===== src/rtl/k_means_pkg.sv =====
// k-means iteration scheduler: shared state encoding, register map and status-word layout.
// Latency: n/a (constants, types and one pure function).
// Backpressure: n/a.
package k_means_pkg;

    typedef enum logic [2:0] {
        IDLE,
        CLS_ISSUE,
        CLS_WAIT,
        UPD_ISSUE,
        UPD_WAIT,
        WB_CENT,
        WB_STAT,
        DONE
    } sched_state_t;

    // Register-file map
    localparam logic [7:0] CENT_BASE  = 8'h10;
    localparam logic [7:0] STATUS_REG = 8'h20;

    // Largest supported cluster count; sets the writeback index width
    localparam int MAX_K = 8;

    // Status word layout: {converged, iter_cnt[7:0]}, zero-extended to the data width
    localparam int STAT_ITER_LSB = 0;
    localparam int STAT_ITER_W   = 8;
    localparam int STAT_CONV_BIT = 8;
    localparam int STAT_W        = 9;

    function automatic logic [STAT_W-1:0] stat_word(input logic conv, input logic [7:0] iter);
        logic [STAT_W-1:0] w;
        w                                   = '0;
        w[STAT_CONV_BIT]                    = conv;
        w[STAT_ITER_LSB +: STAT_ITER_W]     = iter;
        return w;
    endfunction

endpackage


===== src/rtl/k_means_sched.sv =====
// k-means iteration scheduler: classify all points, update centroids, repeat until stable or M iterations, then write back.
// Latency: go -> cls_start next cycle; last cls_done -> upd_start or first writeback next cycle; status write -> interupt next cycle.
// Backpressure: one point in flight, each step blocks until cls_done / upd_done; writeback is unthrottled (k + 1 consecutive writes).
module k_means_sched #(
    parameter int addrWidth = 8,
    parameter int dataWidth = 91
) (
    input  logic                 clk,
    input  logic                 rst,
    input  logic                 go,
    input  logic [addrWidth-1:0] num_points,
    input  logic [2:0]           centroid_cnt,
    input  logic [7:0]           max_iter,
    output logic                 cls_start,
    output logic [addrWidth-1:0] cls_point_addr,
    input  logic                 cls_done,
    input  logic                 cls_changed,
    output logic                 upd_start,
    input  logic                 upd_done,
    output logic [2:0]           cen_idx,
    input  logic [dataWidth-1:0] cen_data,
    output logic [addrWidth-1:0] reg_num,
    output logic                 reg_w_r,
    output logic [dataWidth-1:0] reg_write_data,
    output logic                 busy,
    output logic                 interupt
);
    import k_means_pkg::*;

    localparam int IDX_W = $clog2(MAX_K);

    // ------------------------------------------------------------------
    // State and counters
    // ------------------------------------------------------------------
    sched_state_t         state_q, state_d;
    logic [addrWidth-1:0] pt_cnt_q, pt_cnt_d;
    logic [7:0]           iter_cnt_q, iter_cnt_d;
    logic                 changed_any_q, changed_any_d;
    logic                 converged_q, converged_d;
    logic [IDX_W-1:0]     wb_idx_q, wb_idx_d;

    // Job parameters captured on an accepted go
    logic [addrWidth-1:0] n_lat_q, n_lat_d;
    logic [2:0]           k_lat_q, k_lat_d;
    logic [7:0]           m_lat_q, m_lat_d;

    // Next values of the registered outputs
    logic                 cls_start_d;
    logic [addrWidth-1:0] cls_point_addr_d;
    logic                 upd_start_d;
    logic [2:0]           cen_idx_d;
    logic [addrWidth-1:0] reg_num_d;
    logic                 reg_w_r_d;
    logic [dataWidth-1:0] wdata_q, wdata_d;
    logic                 busy_d;
    logic                 interupt_d;

    // Helpers for the end-of-pass / end-of-update decisions
    logic                 enter_wb;
    logic                 last_pt;
    logic                 pass_changed;
    logic [7:0]           iter_inc;

    assign last_pt  = (pt_cnt_q == (n_lat_q - addrWidth'(1)));
    assign iter_inc = (iter_cnt_q == 8'hFF) ? iter_cnt_q : (iter_cnt_q + 8'd1);

    // Centroid writes forward cen_data in the same cycle cen_idx selects it; the status write is registered
    assign reg_write_data = (state_q == WB_CENT) ? cen_data : wdata_q;

    // Next-state, counter and output decode; every register's next value defaults to hold or idle first
    always_comb begin
        state_d          = state_q;
        pt_cnt_d         = pt_cnt_q;
        iter_cnt_d       = iter_cnt_q;
        changed_any_d    = changed_any_q;
        converged_d      = converged_q;
        wb_idx_d         = wb_idx_q;
        n_lat_d          = n_lat_q;
        k_lat_d          = k_lat_q;
        m_lat_d          = m_lat_q;
        cls_start_d      = 1'b0;
        cls_point_addr_d = cls_point_addr;
        upd_start_d      = 1'b0;
        cen_idx_d        = '0;
        reg_num_d        = '0;
        reg_w_r_d        = 1'b0;
        wdata_d          = '0;
        interupt_d       = interupt;
        enter_wb         = 1'b0;
        pass_changed     = changed_any_q | cls_changed;

        case (state_q)
            IDLE, DONE: begin
                if (go) begin
                    n_lat_d       = num_points;
                    k_lat_d       = centroid_cnt;
                    m_lat_d       = (max_iter == 8'd0) ? 8'd1 : max_iter;
                    pt_cnt_d      = '0;
                    iter_cnt_d    = '0;
                    changed_any_d = 1'b0;
                    interupt_d    = 1'b0;
                    if (num_points == '0) begin
                        // Nothing to cluster: report converged with zero iterations
                        converged_d = 1'b1;
                        state_d     = WB_STAT;
                        reg_w_r_d   = 1'b1;
                        reg_num_d   = addrWidth'(STATUS_REG);
                        wdata_d     = dataWidth'(stat_word(1'b1, 8'd0));
                    end else begin
                        state_d          = CLS_ISSUE;
                        cls_start_d      = 1'b1;
                        cls_point_addr_d = '0;
                    end
                end
            end

            CLS_ISSUE: begin
                state_d = CLS_WAIT;
            end

            CLS_WAIT: begin
                if (cls_done) begin
                    changed_any_d = pass_changed;
                    if (!last_pt) begin
                        pt_cnt_d         = pt_cnt_q + addrWidth'(1);
                        state_d          = CLS_ISSUE;
                        cls_start_d      = 1'b1;
                        cls_point_addr_d = pt_cnt_q + addrWidth'(1);
                    end else if ((iter_cnt_q != 8'd0) && !pass_changed) begin
                        // A full pass after at least one update moved nothing
                        converged_d = 1'b1;
                        enter_wb    = 1'b1;
                    end else begin
                        state_d     = UPD_ISSUE;
                        upd_start_d = 1'b1;
                    end
                end
            end

            UPD_ISSUE: begin
                state_d = UPD_WAIT;
            end

            UPD_WAIT: begin
                if (upd_done) begin
                    iter_cnt_d = iter_inc;
                    if (iter_inc == m_lat_q) begin
                        converged_d = 1'b0;
                        enter_wb    = 1'b1;
                    end else begin
                        pt_cnt_d         = '0;
                        changed_any_d    = 1'b0;
                        state_d          = CLS_ISSUE;
                        cls_start_d      = 1'b1;
                        cls_point_addr_d = '0;
                    end
                end
            end

            WB_CENT: begin
                if (wb_idx_q == k_lat_q) begin
                    state_d   = WB_STAT;
                    reg_w_r_d = 1'b1;
                    reg_num_d = addrWidth'(STATUS_REG);
                    wdata_d   = dataWidth'(stat_word(converged_q, iter_cnt_q));
                end else begin
                    wb_idx_d  = wb_idx_q + IDX_W'(1);
                    cen_idx_d = wb_idx_q + IDX_W'(1);
                    reg_w_r_d = 1'b1;
                    reg_num_d = addrWidth'(CENT_BASE) + addrWidth'(wb_idx_q + IDX_W'(1));
                end
            end

            WB_STAT: begin
                state_d    = DONE;
                interupt_d = 1'b1;
            end

            default: begin
                state_d = IDLE;
            end
        endcase

        // Common entry into centroid writeback: first write goes out in the next cycle
        if (enter_wb) begin
            state_d   = WB_CENT;
            wb_idx_d  = '0;
            cen_idx_d = '0;
            reg_w_r_d = 1'b1;
            reg_num_d = addrWidth'(CENT_BASE);
        end

        busy_d = !((state_d == IDLE) || (state_d == DONE));
    end

    // State, counters and registered outputs; reset aborts any job and drops pending pulses/writes
    always_ff @(posedge clk or posedge rst) begin
        if (rst) begin
            state_q        <= IDLE;
            pt_cnt_q       <= '0;
            iter_cnt_q     <= '0;
            changed_any_q  <= 1'b0;
            converged_q    <= 1'b0;
            wb_idx_q       <= '0;
            n_lat_q        <= '0;
            k_lat_q        <= '0;
            m_lat_q        <= '0;
            cls_start      <= 1'b0;
            cls_point_addr <= '0;
            upd_start      <= 1'b0;
            cen_idx        <= '0;
            reg_num        <= '0;
            reg_w_r        <= 1'b0;
            wdata_q        <= '0;
            busy           <= 1'b0;
            interupt       <= 1'b0;
        end else begin
            state_q        <= state_d;
            pt_cnt_q       <= pt_cnt_d;
            iter_cnt_q     <= iter_cnt_d;
            changed_any_q  <= changed_any_d;
            converged_q    <= converged_d;
            wb_idx_q       <= wb_idx_d;
            n_lat_q        <= n_lat_d;
            k_lat_q        <= k_lat_d;
            m_lat_q        <= m_lat_d;
            cls_start      <= cls_start_d;
            cls_point_addr <= cls_point_addr_d;
            upd_start      <= upd_start_d;
            cen_idx        <= cen_idx_d;
            reg_num        <= reg_num_d;
            reg_w_r        <= reg_w_r_d;
            wdata_q        <= wdata_d;
            busy           <= busy_d;
            interupt       <= interupt_d;
        end
    end

endmodule


===== config.mk =====
export PLATFORM = sky130hd
export DESIGN_NAME = k_means_sched
export DESIGN_NICKNAME = d
export VERILOG_FILES = /design/src/rtl/k_means_pkg.sv /design/src/rtl/k_means_sched.sv
export SDC_FILE = /design/constraint.sdc
export NUM_CORES = 1
export LEC_CHECK = 0
export BUFFER_PORTS_ARGS = -buffer_cell sky130_fd_sc_hd__buf_2
export CORE_MARGIN = 4
export CORE_UTILIZATION = 31
export DETAILED_ROUTE_END_ITERATION = 6
export PLACE_DENSITY = 0.58
export SLEW_MARGIN = 20
export SYNTH_ARGS = -nofsm -noshare
export SYNTH_HDL_FRONTEND = slang
export SYNTH_SLANG_ARGS = --single-unit

===== constraint.sdc =====
create_clock -name clk -period 7.1 [get_ports clk]
set_clock_uncertainty 0.1 [all_clocks]
set_input_delay 0 -clock clk [delete_from_list [all_inputs] [get_ports clk]]
set_output_delay 0 -clock clk [all_outputs]
set_load 0.1 [all_outputs]

; After elaboration in Yosys (flattened, before gate mapping)
; Index checks and enable logic that the tools add are counted.
[op_classes]
add_sub_neg = 6
mul = 0
div_mod_pow = 0
order_cmp = 0
eq_ne = 23
n_shift = 0
mux = 74
n_bitwise = 1
reduce_logical = 22
[op_table]
columns = operator, n
row1 = $mux W91, 1
row2 = $mux W8, 11
row3 = $pmux W8 S3, 2
row4 = $mux W3, 15
row5 = $mux W1, 29
row6 = $mux W9, 3
row7 = $ne A2 B2 Y1 const B, 11
row8 = $pmux W3 S7, 1
row9 = $mux W6, 3
row10 = $pmux W9 S2, 1
row11 = $add A8 B1 Y8 const B, 2
row12 = $eq A8 B8 Y1, 2
row13 = $logic_not A8 Y1, 2
row14 = $pmux W8 S2, 1
row15 = $eq A3 B3 Y1 const B, 5
row16 = $pmux W6 S2, 1
row17 = $pmux W1 S3, 3
row18 = $eq A8 B8 Y1 const B, 1
row19 = $reduce_and A8 Y1, 1
row20 = $reduce_bool A8 Y1, 1
row21 = $sub A8 B1 Y8 const B, 1
row22 = $reduce_and A7 Y1, 1
row23 = $add A5 B4 Y6 const A, 1
row24 = $eq A3 B2 Y1 const B, 2
row25 = other kinds (17), 25
[totals]
regBits = 158
latch_bits = 0
ramBits = 0
rom_bits = 0
inputBits = 116
output_inout_bits = 115
elab_cells = 144
n_memories = 0

; Longest topological paths before layout
; Gate-level depths: netlist of run 1.
[logic_depth]
word_depth = 11
ltp_mapped = 12
depth_no_buf = 10

; Worst setup path after synthesis of run 1
; No wires, ideal clock.
[synth_path]
kind = reg2reg
start = register iter_cnt_q[0]
end = register cls_point_addr[0]
setup_time_ps = 126
arrival_ps = 2914
setup_slack_ps = 3960
path_stages_with_launch = 13
n_path_buf = 3
cell_sequence = dfrtp_1 > ha_1 > and4_1 > buf_6 > nand4_1 > a21oi_1 > or4b_4 > nor4_4 > or4_1 > buf_6 > inv_4 > buf_8 > mux2_4
[synth_between]
elab_chain_cells = 5
word_cells_on_any_way = 6
cone_classes = add/sub (1) / eq/ne (3) / mux (1) / reduce/logical (1)
[synth_lines]
columns = item, line_no
row1 = "start, declared", k_means_sched.sv:37  ; logic [7:0] iter_cnt_q, iter_cnt_d;
row2 = "start signal, assigned", k_means_sched.sv:220  ; iter_cnt_q <= iter_cnt_d;
row3 = $add A8 B1 Y8 or $eq A8 B8 Y1 (tied branches), k_means_sched.sv:65  ; assign iter_inc = (iter_cnt_q == 8'hFF) ? iter_cnt_q : (iter_cnt_q + 8'd1);
row4 = $mux W8 *, k_means_sched.sv:65
row5 = $eq A8 B8 Y1 *, k_means_sched.sv:147  ; if (iter_inc == m_lat_q) begin
row6 = $ne A2 B2 Y1 (no source line) *, n/a
row7 = $reduce_and A7 Y1 (no source line) *, n/a
row8 = "end signal, assigned", k_means_sched.sv:228  ; cls_point_addr <= cls_point_addr_d;
row9 = "end, declared", k_means_sched.sv:15  ; output logic [addrWidth-1:0] cls_point_addr,
; Mark *: on every way between the ends. The rest lies on a longest branch, timed or not.
; A chain may end at the register's enable or synchronous reset.

; Worst setup path in the final report of run 1
[layout_path]
start = register iter_cnt_q[1]
end = register cls_point_addr[2]
; Same word-level chain as after synthesis.

==> results of run 1 <==
==> layout make-up <==
cell class              instances  share of cell area
clock buffers                  10              0.0372
clock inverters                 6              0.0103
inverters                      13             0.00798
multi-input cells             388               0.405
flip-flops and latches         74               0.288
well taps                     184              0.0358
repair buffers                253               0.216
==> report_power, final <==
part	total, mW	internal (mW)	leakage (nW)	switching, mW
logic	1.66	0.413	2.23	1.24
clock network	0.458	0.282	0.152	0.176
registers	0.661	0.528	0.967	0.133
==> state kept, by name (all words and copies together), names as in the netlist, 3 cells and up <==
register and flops:
wdata_q 9, cls_point_addr 8, iter_cnt_q 8, m_lat_q 8
n_lat_q 8, pt_cnt_q 8, reg_num 6, cen_idx 3
k_lat_q 3, state_q 3, wb_idx_q 3
==> routing by layer <==
metal  global-route usage  wire length [um]  up-vias
met2                0.265              7620      173
met3               0.0232               774       12
li1                     -                 -     2224
met4               0.0442               151        0
met5                    0                 0        -
met1                0.225              6570     2220
==> worst reg2reg max path, delay by kind of cell (launching register included) <==
family	cells	cell delay [ns]
compound gates	1	0.12
simple gates	4	1.83
flops	1	0.46
mux	1	0.32
fa+ha+maj	1	0.39
buf+inv	1	0.13
==> kinds of logic after synthesis <==
| logic type | count (synthesis) | synth area share |
|---|---|---|
| multiplexers | 29 | 0.0742 |
| flip-flops | 74 | 0.397 |
| AND/OR/NAND/NOR | 245 | 0.289 |
| other | 1 | 0.000803 |
| XOR/XNOR | 26 | 0.0488 |
| AO/OA/AOI/OAI | 81 | 0.128 |
| adder cells (fa/ha/maj) | 5 | 0.0134 |
| buffers and inverters | 49 | 0.0482 |
==> final timing paths <==
kind / startpoint / cells after the start / slack (ns) / end
max in group asynchronous: rst / 4 / 5.86 / n_lat_q[5]$_DFFE_PP0P_
min: cls_changed / 3 / 0.03 / changed_any_q$_DFFE_PP0P_
min reg2reg: changed_any_q$_DFFE_PP0P_ / 1 / 0.39 / changed_any_q$_DFFE_PP0P_
min in group asynchronous: rst / 4 / 0.43 / interupt$_DFFE_PP0P_
max: iter_cnt_q[1]$_DFFE_PP0P_ / 8 / 3.63 / cls_point_addr[2]$_DFFE_PP0P_
max reg2reg: iter_cnt_q[1]$_DFFE_PP0P_ / 8 / 3.63 / cls_point_addr[2]$_DFFE_PP0P_
==> cell usage after synthesis, drive strengths merged, types with 3 or more instances <==
cell type / count
ha: 5
dfrtp: 74
mux2: 27
nor4: 6
o31ai: 3
a21o: 6
or3: 3
nand3: 18
nor3: 12
buf: 10
nand4: 4
nand2: 53
o2111ai: 3
nor2: 26
and3: 12
a31oi: 5
nand2b: 3
xor2: 8
o21ai: 15
clkbuf: 26
a31o: 3
a32o: 3
and2: 92
a22o: 4
inv: 13
a21oi: 14
o41ai: 6
xnor2: 18
and4: 3
==> impl_metrics.tcl, run 1 <==
set metrics [dict create \
    status "finished, final reports clean" \
    finalSetupViolations 0 \
    synth_cells 510 \
    cp_slowest_cell "or4b_4" \
    first_pass_iters 5 \
    dp_hpwl_um 11500 \
    synthFlopType "dfrtp_1" \
    drv_cap 0 \
    fp.coreArea_sq_um 14600 \
    worstPathRequired_ns 7.21 \
    routed_wl_um 15100 \
    cts_resized 0 \
    final_cell_mix "228 x buf_2, 92 x and2_1, 74 x dfrtp_1" \
    syn2layout_area_growth_pct 37.7 \
    synth-edff-count 0 \
    final_common_cell "buf_2" \
    dpl-instance-area_sq_um 5890 \
    fin_util 0.439 \
    cpPeakStageDelay_ns 0.56 \
    drc 0 \
    regArea_sq_um 1850 \
    crit_path_start_kind "flop" \
    drive_above_1_share 0.384 \
    cpLargestDelayFamily "simple AND/OR/NAND/NOR gates" \
    io_pins 231 \
    die_h_um 131 \
    numCtsBuffers 9 \
    antenna_found_initial 0 \
    portBuffers 228 \
    grt_pass1_vias 4339 \
    ctsHoldBuffers 23 \
    clkSlewWorstSetupHoldPaths_ns 0.06 \
    fmax_mhz 289 \
    htreeDepth 3 \
    grt_max_degree 96 \
    vias 4629 \
    multiInputGateArea_sq_um 2600 \
    drt_first_iter_violations 219 \
    antenna_left 0 \
    synth.largest_area_cell "dfrtp_1" \
    postSynthAreaPerCell_sq_um 9.15 \
    p_leak_nw 3.35 \
    chipWidth_um 131 \
    placed_cells_incl_taps 889 \
    overflow 0 \
    synth_cell_types 64 \
    stdcell_count 928 \
    synth_top_area_frac 0.397 \
    yosysSeqAreaShare 0.397 \
    start_util 0.319 \
    min_period_over_period 0.488 \
    maxSlewViolCount 0 \
    path_class "reg2reg" \
    post_cts_buffers 0 \
    clockBufferDepth 2 \
    worst_slack_ns 3.63 \
    via_per_inst 4.99 \
    clk_latency_ns 0.33 \
    async_flop_share 1.00 \
    fin_crit_ns 3.47 \
    fin_tns_setup_ns 0 \
    slew_headroom 0.379 \
    max_slew.worst_pin.slew_ns 0.932 \
    clkSinkCount 74 \
    rsz0062_at_grt "no" \
    cts_tree "built" \
    p_per_area_nw_per_um2 432 \
    power.total_mw 2.77 \
    cp.buffers_inverters 1 \
    yosysWarnings 0 \
    cp.arrival_ns 3.58 \
    synthesis.area_sq_um 4670 \
    crit_chain "ha_1 -> and4_1 -> a211oi_2 -> or4b_4 -> nor4_4 -> or4_1 -> inv_4 -> mux2_4" \
    yosys_register_bits 74 \
    grt_pass1_wl_um 22000 \
    hold_path.class "in2reg" \
    rows 44 \
    cp_max_fo 11 \
    nets 860 \
    gp_congestion 0.876 \
    finalHoldViolCount 0 \
    wl_per_cell_um 16.3 \
    dieArea_sq_um 17100 \
    synthTopCellsByArea "dfrtp_1 40%, and2_1 12%, mux2_2 5.1%" \
    vdd_drop_max_v 0.000181 \
    insertedDiodeCount 0 \
    end_kind "flop" \
    place_worst_setup_slack_ns 3.67 \
    final_area_sq_um 6430 \
    grtUsageTotal 0.162 \
    fin_hold_ws_ns 0.0347 \
    n_fill_cell 1410 \
    clk_root_buffer_cell "clkbuf_16" \
]
No activity file was read; power rests on OpenSTA's default activity.
==> run 2: changes to the inputs <==
- ABC_AREA: unset -> 1
- PLACE_DENSITY: 0.58 -> 0.6
- clock period: 7.1 -> 2.9 ns (I/O delays scaled with it)
==> run 2 against run 1 <==
Clock-buffer cell count fell by 1. Core utilization rose by 9.0 points. Sequential share of layout area fell by 4.8 points. Sequential power rose by 130%. First-iteration DRC count rose by 10%. The run now ends with hold timing left. Critical endpoint is now reg_write_data[0].
==> impl_metrics.tcl, run 2 <==
set metrics [dict create \
    worst_hold_path.num_cells 3 \
    grt_pass1_vias 4856 \
    slew_headroom 0.407 \
    antenna_found_initial 1 \
    power_frac_seq 0.190 \
    place_worst_setup_slack_ns 0.533 \
    synth_xor_area_frac 0.0207 \
    synth_cell_types 38 \
    min_from "cls_changed" \
    p_comb_frac 0.677 \
    clk_latency_ns 0.34 \
    yosysMostFrequentCell "nand2_1" \
    fin_tns_setup_ns 0 \
    drive_above_1_share 0.298 \
    max_slew.worst_pin.slew_ns 0.889 \
    grtUsageTotal 0.208 \
    largest_register_ffs 9 \
    fin_hold_ws_ns -0.000786 \
    synthFlopType "dfrtp_1" \
    worst_slack_ns 0.346 \
    synth_cells 698 \
    clockBufferDepth 2 \
    dp_hpwl_um 14400 \
    violations "hold timing" \
    worstPathRequired_ns 2.80 \
    cp_max_fo 92 \
    yosys_register_bits 74 \
    hold_path.class "in2reg" \
    die_h_um 130 \
    fin_util 0.529 \
    status "complete, but fails checks" \
    r2r_end "pt_cnt_q[3]$_DFFE_PP0P_" \
    nets 1069 \
    insertedDiodeCount 0 \
    io_pins 231 \
    placed_cells_incl_taps 1098 \
    r2r-start "iter_cnt_q[1]$_DFFE_PP0P_" \
    yosysSeqAreaShare 0.398 \
    gp_congestion 0.906 \
    final_area_sq_um 7720 \
    synth_top_family_by_area "simple AND/OR/NAND/NOR gates" \
    p_per_area_nw_per_um2 1040 \
    rows 44 \
    synth_compound_area_frac 0.0657 \
    syn2layout_area_growth_pct 66.2 \
    first_pass_iters 4 \
    worstHoldEndpoint "changed_any_q$_DFFE_PP0P_" \
    synth_adder_area_share 0.0135 \
    min_period_over_period 0.881 \
    synthSimpleGateAreaFrac 0.366 \
    power.total_mw 8.00 \
    ff2ff_setup_slack_ns 0.50 \
    yosysWarnings 0 \
    end_kind "output port" \
    synth.top_cells.by_count "176 x nand2_1, 146 x nor2_1, 134 x inv_1" \
    synthesis.area_sq_um 4650 \
    dieArea_sq_um 17000 \
    final_cell_mix "176 x nand2_1, 146 x nor2_1, 146 x buf_2" \
    n_fill_cell 1418 \
    synth-edff-count 0 \
    pwr-share-clk 0.133 \
    p_sw_mw 4.56 \
    largest-register "wdata_q" \
    synth.largest_area_cell "dfrtp_1" \
    fp.coreArea_sq_um 14600 \
    maxSlewViolCount 0 \
    vdd_drop_max_v 0.000679 \
    numCtsBuffers 9 \
    post_cts_buffers 0 \
    clk_root_buffer_cell "clkbuf_16" \
    cp.arrival_ns 2.45 \
    clkSlewWorstSetupHoldPaths_ns 0.06 \
    wl_per_cell_um 15.6 \
    vias 5064 \
    path_class "reg2out" \
    grt_max_degree 93 \
    postSynthAreaPerCell_sq_um 6.66 \
    synthTopCellsByArea "dfrtp_1 40%, nand2_1 14%, nor2_1 12%" \
    drv_cap 0 \
    via_per_inst 4.45 \
    crit_start "state_q[0]$_DFF_PP0_" \
    async_flop_share 1.00 \
    swShare 0.570 \
    drt_first_iter_violations 241 \
    cts_tree "built" \
    drc 0 \
    stdcell_count 1137 \
    finalSetupViolations 0 \
    portBuffers 228 \
    antenna_left 0 \
    fin_crit_ns 2.55 \
    internal-power_mw 3.44 \
    p_leak_nw 4.29 \
    regArea_sq_um 1850 \
    clkSinkCount 74 \
    reg2regPathDepth 15 \
    grt_pass1_wl_um 27000 \
    multiInputGateArea_sq_um 2170 \
    overflow 0 \
    finalHoldViolCount 1 \
    fmax_mhz 391 \
    chipWidth_um 130 \
    muxShareOfSynthArea 0 \
    start_util 0.319 \
    dpl-instance-area_sq_um 7210 \
    htreeDepth 3 \
    crit_path_start_kind "flop" \
    synth_top_area_frac 0.398 \
    rsz0062_at_grt "no" \
    routed_wl_um 17700 \
    final_common_cell "nand2_1" \
]
==> run 2: changes by cell type in the layout (fill, tap and decap cells not counted), sizes merged, moves of 7 or more <==
cell	previous run	this run
inv	13	138
buf	230	237
xnor2	18	9
nand2	53	185
nor2	26	151
nor3	12	4
and2	92	0
mux2	27	0
nand3	18	45
o21ai	15	35
and3	12	0
==> run 2: kinds of logic after synthesis <==
kind of cell,count (synthesis)
compound gates,52
xor+xnor,11
fa+ha+maj,5
buf+inv,158
flops,74
other cells,1
simple gates,397
==> run 2: cell type report <==
type                    count  area share
repair buffers            260       0.346
multi-input cells         467       0.281
flip-flops and latches     74       0.240
inverters                 136      0.0661
well taps                 184      0.0298
clock buffers               9      0.0292
clock inverters             7     0.00794
==> run 2: power by group through the flow <==
stage          Sequential [mW]  Combinational (mW)  Clock, mW
2_1_floorplan             1.94                3.37          0
3_3_place_gp              1.54                5.38          0
3_5_place_dp              1.53                5.41          0
4_1_cts                   1.52                5.45       1.08
5_1_grt                   1.56                5.77       1.14
6_report                  1.52                5.42       1.06
==> run 2: worst max-delay path by stage <==
stage / to / cells after the start
6_report: reg_write_data[0] / 7
5_1_grt: reg_write_data[0] / 7
4_1_cts: reg_write_data[0] / 7
3_5_place_dp: pt_cnt_q[3]$_DFFE_PP0P_ / 15
3_3_place_gp: cls_point_addr[1]$_DFFE_PP0P_ / 15
2_1_floorplan: reg_write_data[10] / 5
==> run 2: worst max-delay path: stages, from the launching register on <==
cell and delay (ns):
dfrtp_1 0.38, inv_1 0.13, nor3_1 0.12, inv_2 0.07, buf_4 0.69, nand2_1 0.17
nand2_1 0.10, buf_2 0.43
==> run 2: timing repair <==
item	CTS	global route
hold endpoints to repair	49	0
hold buffers	23	0
resized for setup	0	0
==> run 2: routing by layer <==
| metal | wire length, um | share of wire | GRT usage | up-vias |
|---|---|---|---|---|
| met2 | 8790 | 0.50 | 0.367 | 183 |
| li1 | - | - | - | 2586 |
| met4 | 500 | 0.028 | 0.0738 | 2 |
| met5 | 7 | 0.00040 | 0 | - |
| met3 | 1330 | 0.075 | 0.0411 | 22 |
| met1 | 7070 | 0.40 | 0.253 | 2271 |
==> run 3: changes to the inputs <==
- clock period: 2.9 -> 2.3 ns (I/O delays scaled with it)
==> run 3 against run 2 <==
The run now ends clean. Core utilization increased by 3.6 points. Register-to-register slack worse by 0.46 ns. Non-clock buffer count is 22 higher. Critical path depth increased by 9. Sequential share of layout area fell by 1.5 points. Worst setup slack lost 0.30 ns. Combinational power up 38%. Wire length increased by 3.7%. Sequential power up 28%.
==> impl_metrics.tcl, run 3 (synthesis results as in run 2) <==
set metrics [dict create \
    gp_congestion 0.942 \
    cp.arrival_ns 2.38 \
    grt_max_degree 75 \
    wl_met1_um 7410 \
    htreeDepth 3 \
    p_leak_nw 4.49 \
    slew_headroom 0.661 \
    antenna_found_initial 3 \
    crit_path_start_kind "flop" \
    place_worst_setup_slack_ns -0.0131 \
    worstPathRequired_ns 2.42 \
    cp.buffers_inverters 2 \
    finalSetupViolations 0 \
    clk_latency_ns 0.33 \
    maxSlewViolCount 0 \
    dieArea_sq_um 17000 \
    min_period_over_period 0.981 \
    dr_wl_met3_um 1370 \
    grtUsageTotal 0.207 \
    routed-wl-met2_um 9030 \
    nets 1095 \
    cts_tree "built" \
    start_util 0.319 \
    ff2ff_setup_slack_ns 0.04 \
    status "finished, final reports clean" \
    first_pass_iters 4 \
    cpLargestDelayFamily "simple AND/OR/NAND/NOR gates" \
    drt_first_iter_violations 205 \
    rsz0062_at_grt "yes" \
    fin_hold_ws_ns 0.0255 \
    highest_layer "met5" \
    hold_path.class "in2reg" \
    overflow 0 \
    cpPeakStageDelay_ns 0.39 \
    path_class "reg2reg" \
    fin_crit_ns 2.26 \
    clkSinkCount 74 \
    fmax_mhz 443 \
    critPathMostFrequentCell "nand2_1" \
    vias 5279 \
    clockBufferDepth 2 \
    routed_wl_um 18400 \
    clk_root_buffer_cell "clkbuf_16" \
    worst_slack_ns 0.0435 \
    end_kind "flop" \
    max_slew.worst_pin.slew_ns 0.512 \
    wl_per_cell_um 15.8 \
    grt_pass1_wl_um 27100 \
    final_cell_mix "169 x nand2_1, 138 x buf_2, 134 x nor2_1" \
    dp_hpwl_um 14400 \
    clkSlewWorstSetupHoldPaths_ns 0.06 \
    grt_pass1_vias 4976 \
    chipWidth_um 130 \
    portBuffers 228 \
    io_pins 231 \
    antenna_left 0 \
    via_per_inst 4.54 \
    drive_above_1_share 0.346 \
    finalHoldViolCount 0 \
    vdd_drop_max_v 0.000726 \
    syn2layout_area_growth_pct 77.6 \
    cp_slowest_cell "dfrtp_1" \
    numCtsBuffers 9 \
    rows 44 \
    die_h_um 130 \
    fp.coreArea_sq_um 14600 \
    largest-register "wdata_q" \
    drv_cap 0 \
    cp_max_fo 6 \
    largest_register_ffs 9 \
    drc 0 \
    p_per_area_nw_per_um2 1340 \
    crit_chain "ha_4 -> nand2_4 -> nor2_4 -> buf_6 -> nand2_8 -> buf_6 -> nand3_1 -> nand2_1 -> nand2_1 -> nor2_4 -> nand4_1 -> nand2_2 -> nor2_2 -> nand2_1 -> nor2_1 -> nor2_1" \
    final_common_cell "nand2_1" \
]
## run 3: changes by cell type in the layout (fill, tap and decap cells not counted), sizes merged
cell      delta
clkbuf       +9
buf         +15
inv          -3
nand2        +1
bufinv       +3
nor2         +1
clkinvlp     -2
diode        +1
nand3b       +2
## run 3: final timing paths
kind | from | endpoint | cells past startpoint
max | iter_cnt_q[1]$_DFFE_PP0P_ | busy$_DFF_PP0_ | 16
min | upd_done | state_q[0]$_DFF_PP0_ | 4
max reg2reg | iter_cnt_q[1]$_DFFE_PP0P_ | busy$_DFF_PP0_ | 16
min reg2reg | cls_point_addr[2]$_DFFE_PP0P_ | cls_point_addr[2]$_DFFE_PP0P_ | 2
max in group asynchronous | rst | state_q[0]$_DFF_PP0_ | 4
min in group asynchronous | rst | cen_idx[2]$_DFF_PP0_ | 4
## run 3: area by class of cell
type / count / area [sq um]
fillers: 1332 / 6340
repair buffers: 282 / 2910
multi-input cells: 471 / 2390
flip-flops and latches: 74 / 1850
inverters: 136 / 510
clock buffers: 11 / 253
well taps: 184 / 230
clock inverters: 5 / 100
diodes: 1 / 2.50
## run 3: through the flow
step,setup TNS (ns),instance area [sq um],util,instances,total power [mW]
finish,0,8250,0.566,1164,11.1
global route,-1.39,8250,0.566,1163,11.6
CTS,0,7930,0.543,1150,10.7
detailed placement,-0.0187,7330,0.502,1110,8.94
global placement,0,7330,0.502,1110,8.91
floorplan,-19.33,4660,-,699,6.70
## run 3: tightest hold or removal path, delay by kind of cell
kind | cells | cell delay, ns
buffers and inverters | 1 | 0.12
and+or+nand+nor | 3 | 0.30
## run 3: repair_timing
item,CTS,global route
hold buffers,23,0
pin swaps,2,20
hold endpoints to repair,98,0
buffers inserted,0,10
cloned,1,3
endpoints found under the setup margin,10,34
gates resized for setup,2,58
## run 3: power by group
part,switching [mW],internal [mW]
clock network,0.539,1.11
logic,5.14,2.32
registers,0.285,1.65
## run 3: layer usage
metal,vias up,global-route usage
met5,-,0
met4,4,0.0702
met3,26,0.0533
met2,183,0.355
met1,2420,0.253
li1,2646,-
